## src/rtl/writeback_stage.sv

```systemverilog
// Final MIPS pipeline stage: registers execute results, completes loads, drives the RF write port and forwarding pair.
// Latency: ALU results write one cycle after capture; loads write in the cycle after DMemValid is sampled.
// Backpressure: Stall is held high while a captured load waits for data memory; nothing is captured while Stall=1.
module writeback_stage (
   input  logic        clk,
   input  logic        rst_n,
   input  logic [31:0] ALUResult,
   input  logic [4:0]  RegDest,
   input  logic        RegWrite,
   input  logic        MemRead,
   input  logic [2:0]  LoadType,
   input  logic        Kill,
   input  logic [31:0] DMemDout,
   input  logic        DMemValid,
   output logic        Stall,
   output logic        RegFileWE,
   output logic [4:0]  RegFileWA,
   output logic [31:0] RegFileWD,
   output logic [4:0]  ForwardRA,
   output logic [31:0] ForwardRD
);

   // Load type encodings; unlisted codes fall back to a full-word load.
   localparam logic [2:0] LT_LW  = 3'd0;
   localparam logic [2:0] LT_LH  = 3'd1;
   localparam logic [2:0] LT_LHU = 3'd2;
   localparam logic [2:0] LT_LB  = 3'd3;
   localparam logic [2:0] LT_LBU = 3'd4;

   typedef enum logic [1:0] {
      IDLE      = 2'd0,
      LOAD_WAIT = 2'd1,
      LOAD_DONE = 2'd2
   } state_t;

   // Stage register contents for the instruction currently in writeback.
   typedef struct packed {
      logic        v;
      logic        rw;
      logic        ld;
      logic [2:0]  lt;
      logic [4:0]  dest;
      logic [31:0] res;
   } stage_t;

   state_t      state;
   stage_t      stage;
   logic [31:0] ldata;

   logic        stall;
   logic        capture;
   logic        new_load;
   logic        wr;
   logic [7:0]  byte_val;
   logic [15:0] half_val;
   logic [31:0] load_val;
   logic [31:0] wd;

   // Stall depends only on the FSM state, so it never glitches with inputs.
   assign stall    = (state == LOAD_WAIT);
   assign capture  = ~stall;
   assign new_load = ~Kill & MemRead;

   // Big-endian byte/halfword extraction of the pending load's data word.
   always_comb begin
      byte_val = DMemDout[31:24];
      case (stage.res[1:0])
         2'd0:    byte_val = DMemDout[31:24];
         2'd1:    byte_val = DMemDout[23:16];
         2'd2:    byte_val = DMemDout[15:8];
         default: byte_val = DMemDout[7:0];
      endcase
      half_val = stage.res[1] ? DMemDout[15:0] : DMemDout[31:16];
      case (stage.lt)
         LT_LW:   load_val = DMemDout;
         LT_LH:   load_val = {{16{half_val[15]}}, half_val};
         LT_LHU:  load_val = {16'h0000, half_val};
         LT_LB:   load_val = {{24{byte_val[7]}}, byte_val};
         LT_LBU:  load_val = {24'h000000, byte_val};
         default: load_val = DMemDout;
      endcase
   end

   // Stage register: capture the incoming instruction (or a bubble) on non-stalled edges.
   always_ff @(posedge clk or negedge rst_n) begin
      if (!rst_n) begin
         stage <= '0;
      end else if (capture) begin
         stage.v    <= ~Kill;
         stage.rw   <= RegWrite;
         stage.ld   <= MemRead;
         stage.lt   <= LoadType;
         stage.dest <= RegDest;
         stage.res  <= ALUResult;
      end
   end

   // Load FSM: wait for data memory, latch the extracted value, then write it back.
   always_ff @(posedge clk or negedge rst_n) begin
      if (!rst_n) begin
         state <= IDLE;
         ldata <= '0;
      end else begin
         case (state)
            IDLE: begin
               if (new_load) state <= LOAD_WAIT;
            end
            LOAD_WAIT: begin
               // DMemValid is only meaningful here; elsewhere it is ignored.
               if (DMemValid) begin
                  ldata <= load_val;
                  state <= LOAD_DONE;
               end
            end
            LOAD_DONE: begin
               // The finished load writes this cycle; a new load may be captured at this edge.
               state <= new_load ? LOAD_WAIT : IDLE;
            end
            default: state <= IDLE;
         endcase
      end
   end

   // Write qualification: loads only write once their data has arrived; $0 never writes.
   assign wr = stage.v & stage.rw & (stage.dest != 5'd0) & (~stage.ld | (state == LOAD_DONE));
   assign wd = stage.ld ? ldata : stage.res;

   assign Stall     = stall;
   assign RegFileWE = wr;
   assign RegFileWA = stage.dest;
   assign RegFileWD = wd;
   assign ForwardRA = wr ? stage.dest : 5'd0;
   assign ForwardRD = wr ? wd : 32'd0;

endmodule

```

## config.mk

```make
export PLATFORM = sky130hd
export DESIGN_NAME = writeback_stage
export DESIGN_NICKNAME = d
export VERILOG_FILES = /design/src/rtl/writeback_stage.sv
export SDC_FILE = /design/constraint.sdc
export NUM_CORES = 1
export LEC_CHECK = 0
export CAP_MARGIN = 20
export CORE_AREA = 2 2 73 144
export DETAILED_ROUTE_END_ITERATION = 6
export DIE_AREA = 0 0 75 146
export PLACE_DENSITY = 0.89
export SYNTH_ARGS = -nofsm -noshare
export SYNTH_HDL_FRONTEND = slang
export SYNTH_SLANG_ARGS = --single-unit
```

## constraint.sdc

```tcl
create_clock -name clk -period 2.7 [get_ports clk]
set_clock_uncertainty 0.2 [all_clocks]
set_input_delay 0.54 -clock clk [delete_from_list [all_inputs] [get_ports clk]]
set_output_delay 0.54 -clock clk [all_outputs]
set_load 0.02 [all_outputs]
```

==> results of run 1 <==
==> Yosys cell counts, types with 3 or more instances <==
cell type,instances
nor2b_1,33
nor2_1,41
nand2b_1,6
a21oi_2,11
mux2_2,38
buf_4,7
a21oi_1,17
buf_2,11
nand2_1,155
o211ai_1,8
buf_6,8
a221oi_1,14
o21ai_0,3
inv_1,4
clkbuf_1,9
and2_1,5
mux2i_1,7
dfrtp_1,77
==> layer usage <==
metal | up-vias | track usage (%) | part of all wire (%)
li1 | 1897 | - | -
met1 | 1943 | 29.2 | 36
met2 | 159 | 44.4 | 55
met3 | 35 | 3.74 | 4.5
met4 | 0 | 12.9 | 4.4
met5 | - | 0 | 0
==> layout by cell type (no fill, tap or decap), drive strengths merged, types with 2 or more instances in the layout <==
cell type        n
mux2i            9
dfrtp           77
clkbuf          12
dlymetal6s2s     6
nand2          156
bufinv           2
inv              7
nor2b           33
o21ai            5
nor2            42
mux2            38
clkinvlp         2
a21oi           28
xnor2            2
buf             52
nand2b           6
o211ai           8
dlygate4sd2      5
and2             5
clkdlybuf4s50  108
a221oi          15
==> how the worst max path moves through the flow <==
stage               slack (ns)    startpoint       endpoint  cells past startpoint
finish                   -0.04  RegFileWA[0]  ForwardRD[20]                      6
global route             -0.09  RegFileWA[0]  ForwardRD[13]                      6
CTS                      -0.07  RegFileWA[1]  ForwardRD[12]                      5
floorplan                 0.52      state[0]  ForwardRD[10]                      5
detailed placement        0.01  RegFileWA[1]  ForwardRD[12]                      5
global placement          0.05  RegFileWA[1]  ForwardRD[13]                      5
==> kinds of logic (layout without fill, tap and decap cells) <==
family                   count (synthesis)  in the layout  share of synthesized area (%)
buffers and inverters                   42            194                           5.93
flip-flops                              77             77                           43.9
adder cells (fa/ha/maj)                  1              1                          0.228
XOR/XNOR                                 2              2                          0.571
multiplexers                            48             48                           12.7
AO/OA/AOI/OAI                           67             67                           11.8
AND/OR/NAND/NOR                        248            248                           24.8
==> critical path, stage by stage (launching register included) <==
cell and delay (ns):
dfrtp_1 0.38, or4_4 0.55, o21ai_4 0.22, buf_12 0.14, clkbuf_16 0.16, nor2b_1 0.05, buf_2 0.15
==> metrics by stage <==
stage	instances	setup TNS [ns]	instance area [um^2]	setup WS [ns]	total power, mW
2_1_floorplan	485	0	4390	0.517	2.88
3_3_place_gp	749	0	6000	0.0519	3.68
3_5_place_dp	749	0	6000	0.0131	3.74
4_1_cts	765	-0.0681	6160	-0.0681	4.99
5_1_grt	769	-1.38	6240	-0.0855	5.25
6_report	769	-0.530	6240	-0.0414	5.00
==> state kept, by name, summed over array words and instances, names as in the netlist <==
signal     flops
RegFileWA      5
ldata         32
stage         38
state          2
==> final cells by class <==
| type | count | area (um^2) |
|---|---|---|
| clock buffers | 11 | 233 |
| clock inverters | 5 | 83.8 |
| fillers | 836 | 3520 |
| inverters | 6 | 25.0 |
| multi-input cells | 366 | 2210 |
| flip-flops and latches | 77 | 1930 |
| well taps | 132 | 165 |
| repair buffers | 172 | 1600 |
==> repair_timing <==
action	CTS	global route
endpoints found under the setup margin	38	8
gates resized for setup	136	14
pin swaps	0	1
gates cloned	0	2
setup buffers	0	2
==> power by group <==
| part | total, mW | switching, mW | leakage [nW] | internal [mW] |
|---|---|---|---|---|
| sequential | 1.66 | 0.205 | 0.897 | 1.45 |
| combinational | 2.06 | 1.09 | 1.82 | 0.973 |
| clock | 1.29 | 0.476 | 0.146 | 0.813 |
==> flow_summary.yaml, run 1 <==
detailed_routing:
  routed_wl_mm: 14.1
  drt_iter0_drc: 358
  vias: 4034
  firstDrtPassIters: 4
  routedWlPerCell_um: 18.3
  viasPerCell: 5.25
  drcViolationCount: 0
  drtAntennaViolNets: 0
layout:
  nets: 710
  drive_above_1_share_pct: 20.6
  utilization_pct: 63.9
  syn_to_final_growth_pct: 42.3
  antenna_cells: 0
clock_tree:
  cts_hold_buf: 0
  cts_buffer_depth: 2
  cts_buffers: 9
  cts_root_buffer: "clkbuf_16"
  htree_levels: 3
  clk_latency_ns: 0.34
  cts.sinks: 77
  path_clk_slew_ns: 0.06
  cts_tree: "built"
grt:
  grt_pass1_wl_mm: 21.0
  grt_overflow_total: 0
  antenna_found_initial: 0
  grtUsageTotal_pct: 25.6
  grt_pass1_vias: 4072
  grt_max_degree: 46
floorplanning:
  pin_count: 154
  rows: 51
  die_x_um: 75
  core_um2: 9760
  dieArea_um2: 11000
  start_util_pct: 44.9
  die-height_um: 146
place:
  gp_congestion: 0.889
  io_buffers: 153
  dp_hpwl_mm: 9.92
critical_path:
  cp.arrival_ns: 2.00
  rr_startpoint: "stage[1]"
  r2r_slack_ns: 0.44
  crit_fanout: 8
  required_ns: 1.96
  crit_type: "flip-flop to primary output"
  worst_setup_path_start_kind: "flip-flop"
  endpoint_kind: "primary output"
  regToRegEndpoint: "ldata[14]"
  ff2ff_path_depth: 5
synthesis:
  synth.top_cell.area_share_pct: 43.9
  ys_async_sr_fraction_pct: 100
  ys_types: 49
  yosys_warnings: 0
  ys_seq_area_share_pct: 43.9
  syn_area_per_cell_um2: 9.04
  ys_ff_latch: 77
  yosys.area.top_type: "dfrtp_1"
  synth_area_leaders: "dfrtp_1 (44%), nand2_1 (13%), mux2_2 (9.8%)"
  synth-main-ff-cell: "dfrtp_1"
  synth_cells: 485
  synth_nets: 563
  synth-edff-count: 0
  synth.cell_area_um2: 4390
sta:
  period_minus_slack_ns: 2.74
  hold_slack_ns: 0.00696
  period_share_pct: 102
  tightest_slew_ns: 0.605
  fin_ws_ns: -0.0414
  max_freq_ghz: 0.365
  rsz0062_at_grt: "true"
  hold_viol_final: 0
  finalMaxSlewViolations: 0
  setup_viol: 16
  slew_headroom_pct: 59.7
outcome:
  violations: "negative setup slack"
  status: "complete, but fails checks"
run:
  drv_cap: 0
min_path:
  hp-class: "input port to async pin"
power_and_ir_drop:
  vdd_drop_max_mv: 0.565
  power_density_nw_per_um2: 801
  leakagePower_nw: 2.86
Note: power is estimated with default switching activity, not from simulation.
==> run 2, diff against run 1 <==
--- a/config.mk
+++ b/config.mk
@@ -6,10 +6,10 @@
 export NUM_CORES = 1
 export LEC_CHECK = 0
 export CAP_MARGIN = 20
-export CORE_AREA = 2 2 73 144
+export CORE_AREA = 2 2 129 106
 export DETAILED_ROUTE_END_ITERATION = 6
-export DIE_AREA = 0 0 75 146
-export PLACE_DENSITY = 0.89
+export DIE_AREA = 0 0 131 108
+export PLACE_DENSITY = 0.74
 export SYNTH_ARGS = -nofsm -noshare
 export SYNTH_HDL_FRONTEND = slang
 export SYNTH_SLANG_ARGS = --single-unit
==> run 2 against run 1 <==
- the flow finishes with violations (negative hold slack, negative setup slack)
- first-iteration DRC count is 32% lower
- maximum frequency up 0.71%
- via count is 1.7% lower
- sequential cell count unchanged
- utilization fell by 13 points
- wire length decreased by 3.2%
- clock-buffer cell count is 2 higher
- power increased by 0.38%
- combinational power hardly changed
- register-to-register slack improved by 0.02 ns
- critical path depth did not move
- highest routed layer unchanged
==> flow_summary.yaml, run 2 (same netlist as run 1, synthesis figures left out) <==
clock_tree:
  cts_tree: "built"
  cts_buffers: 9
  cts_buffer_depth: 2
  cts.sinks: 77
  cts_hold_buf: 0
  cts_root_buffer: "clkbuf_16"
  htree_levels: 3
  path_clk_slew_ns: 0.06
  clk_latency_ns: 0.34
power_and_ir_drop:
  leakagePower_nw: 2.88
  power_density_nw_per_um2: 781
  vdd_drop_max_mv: 0.433
layout:
  nFillCells: 1175
  regMostFlops: "stage"
  largest_register_ffs: 38
  syn_to_final_growth_pct: 46.6
  stdcell_area_um2: 6430
  nets: 715
  drive_above_1_share_pct: 22.0
  antenna_cells: 0
  final_cell_mix: "nand2_1 (155), clkdlybuf4s50_1 (111), dfrtp_1 (76)"
  layout_commonest_cell: "nand2_1"
detailed_routing:
  drt_iter0_drc: 243
  drcViolationCount: 0
  routedWlPerCell_um: 16.7
  drtAntennaViolNets: 0
  firstDrtPassIters: 4
  viasPerCell: 4.85
  vias: 3966
  routed_wl_mm: 13.6
place:
  gp_congestion: 0.857
  placed_area_um2: 6040
  dp_hpwl_mm: 9.63
  io_buffers: 153
sta:
  period_share_pct: 101
  fin_ws_ns: -0.0221
  rsz0062_at_grt: "true"
  tightest_slew_ns: 0.558
  setup_viol: 19
  period_minus_slack_ns: 2.72
  max_freq_ghz: 0.367
  hold_slack_ns: -0.00915
  finalMaxSlewViolations: 0
  hold_viol_final: 6
  slew_headroom_pct: 62.8
  finalSetupTns_ns: -0.222
grt:
  antenna_found_initial: 0
  grtUsageTotal_pct: 19.4
  grt_pass1_wl_mm: 20.8
  grt_overflow_total: 0
  grt_pass1_vias: 3988
  grt_max_degree: 46
critical_path:
  cp.arrival_ns: 1.98
  endpoint_kind: "primary output"
  crit_type: "flip-flop to primary output"
  crit_fanout: 5
  required_ns: 1.96
  worst_setup_path_start_kind: "flip-flop"
floorplanning:
  start_util_pct: 34.5
  die-height_um: 108
  die_x_um: 131
  rows: 37
  pin_count: 154
  dieArea_um2: 14100
  core_um2: 12700
outcome:
  violations: "negative hold slack, negative setup slack"
  status: "complete, but fails checks"
min_path:
  hp-class: "input port to async pin"
run:
  drv_cap: 0
## run 2: metal layers
layer | part of all wire [%] | GRT usage (%)
met5 | 0 | 0
met4 | 2.1 | 7.37
met3 | 7.8 | 5.15
met2 | 46 | 31.3
met1 | 44 | 25.1
## run 2: layout make-up
| class | count | area, um^2 | share of cell area (%) |
|---|---|---|---|
| repair buffers | 177 | 1720 | 26.8 |
| well taps | 175 | 219 | 3.41 |
| inverters | 6 | 25.0 | 0.389 |
| multi-input cells | 366 | 2220 | 34.6 |
| clock inverters | 3 | 42.5 | 0.662 |
| clock buffers | 13 | 270 | 4.20 |
| flip-flops and latches | 77 | 1930 | 30.0 |
## run 2: repair_timing
item                       CTS  global route
buffers inserted             3             4
cloned                       2             2
pin swaps                    1             1
resized for setup          136            22
setup endpoints to repair   38            54
## run 2: metrics by stage
stage / hold WS (ns) / total power [mW] / std cells / setup slack, ns / utilization [%]
floorplan: 0.0444 / 2.88 / 485 / 0.517 / -
global placement: 0.245 / 3.70 / 790 / 0.0301 / 47.4
detailed placement: 0.252 / 3.73 / 790 / -0.0254 / 47.4
CTS: 0.00820 / 5.00 / 811 / -0.0644 / 49.5
global route: 0.0350 / 5.32 / 817 / -0.0661 / 50.5
finish: -0.00915 / 5.02 / 817 / -0.0221 / 50.5
## run 2: worst paths after layout
kind	from	endpoint	slack, ns	depth (start not counted)
min	rst_n	RegFileWA[2]	-0.009	1
max	RegFileWA[0]	ForwardRD[16]	-0.02	6
max in group asynchronous	rst_n	stage[5]	1.71	2
min reg2reg	stage[15]	stage[15]	0.26	2
min in group clk	stage[15]	stage[15]	0.26	2
max reg2reg	stage[39]	ldata[14]	0.46	5
## run 2: power breakdown
part           switching [mW]  internal [mW]
Sequential              0.217           1.45
Clock                   0.471          0.790
Combinational            1.07           1.02
## run 2: worst max-delay path, cell delays in order (launching register included)
cell and delay [ns]:
dfrtp_1 0.39, or4_4 0.55, o21ai_4 0.20, buf_12 0.16
clkbuf_16 0.15, nor2b_1 0.04, buf_2 0.15
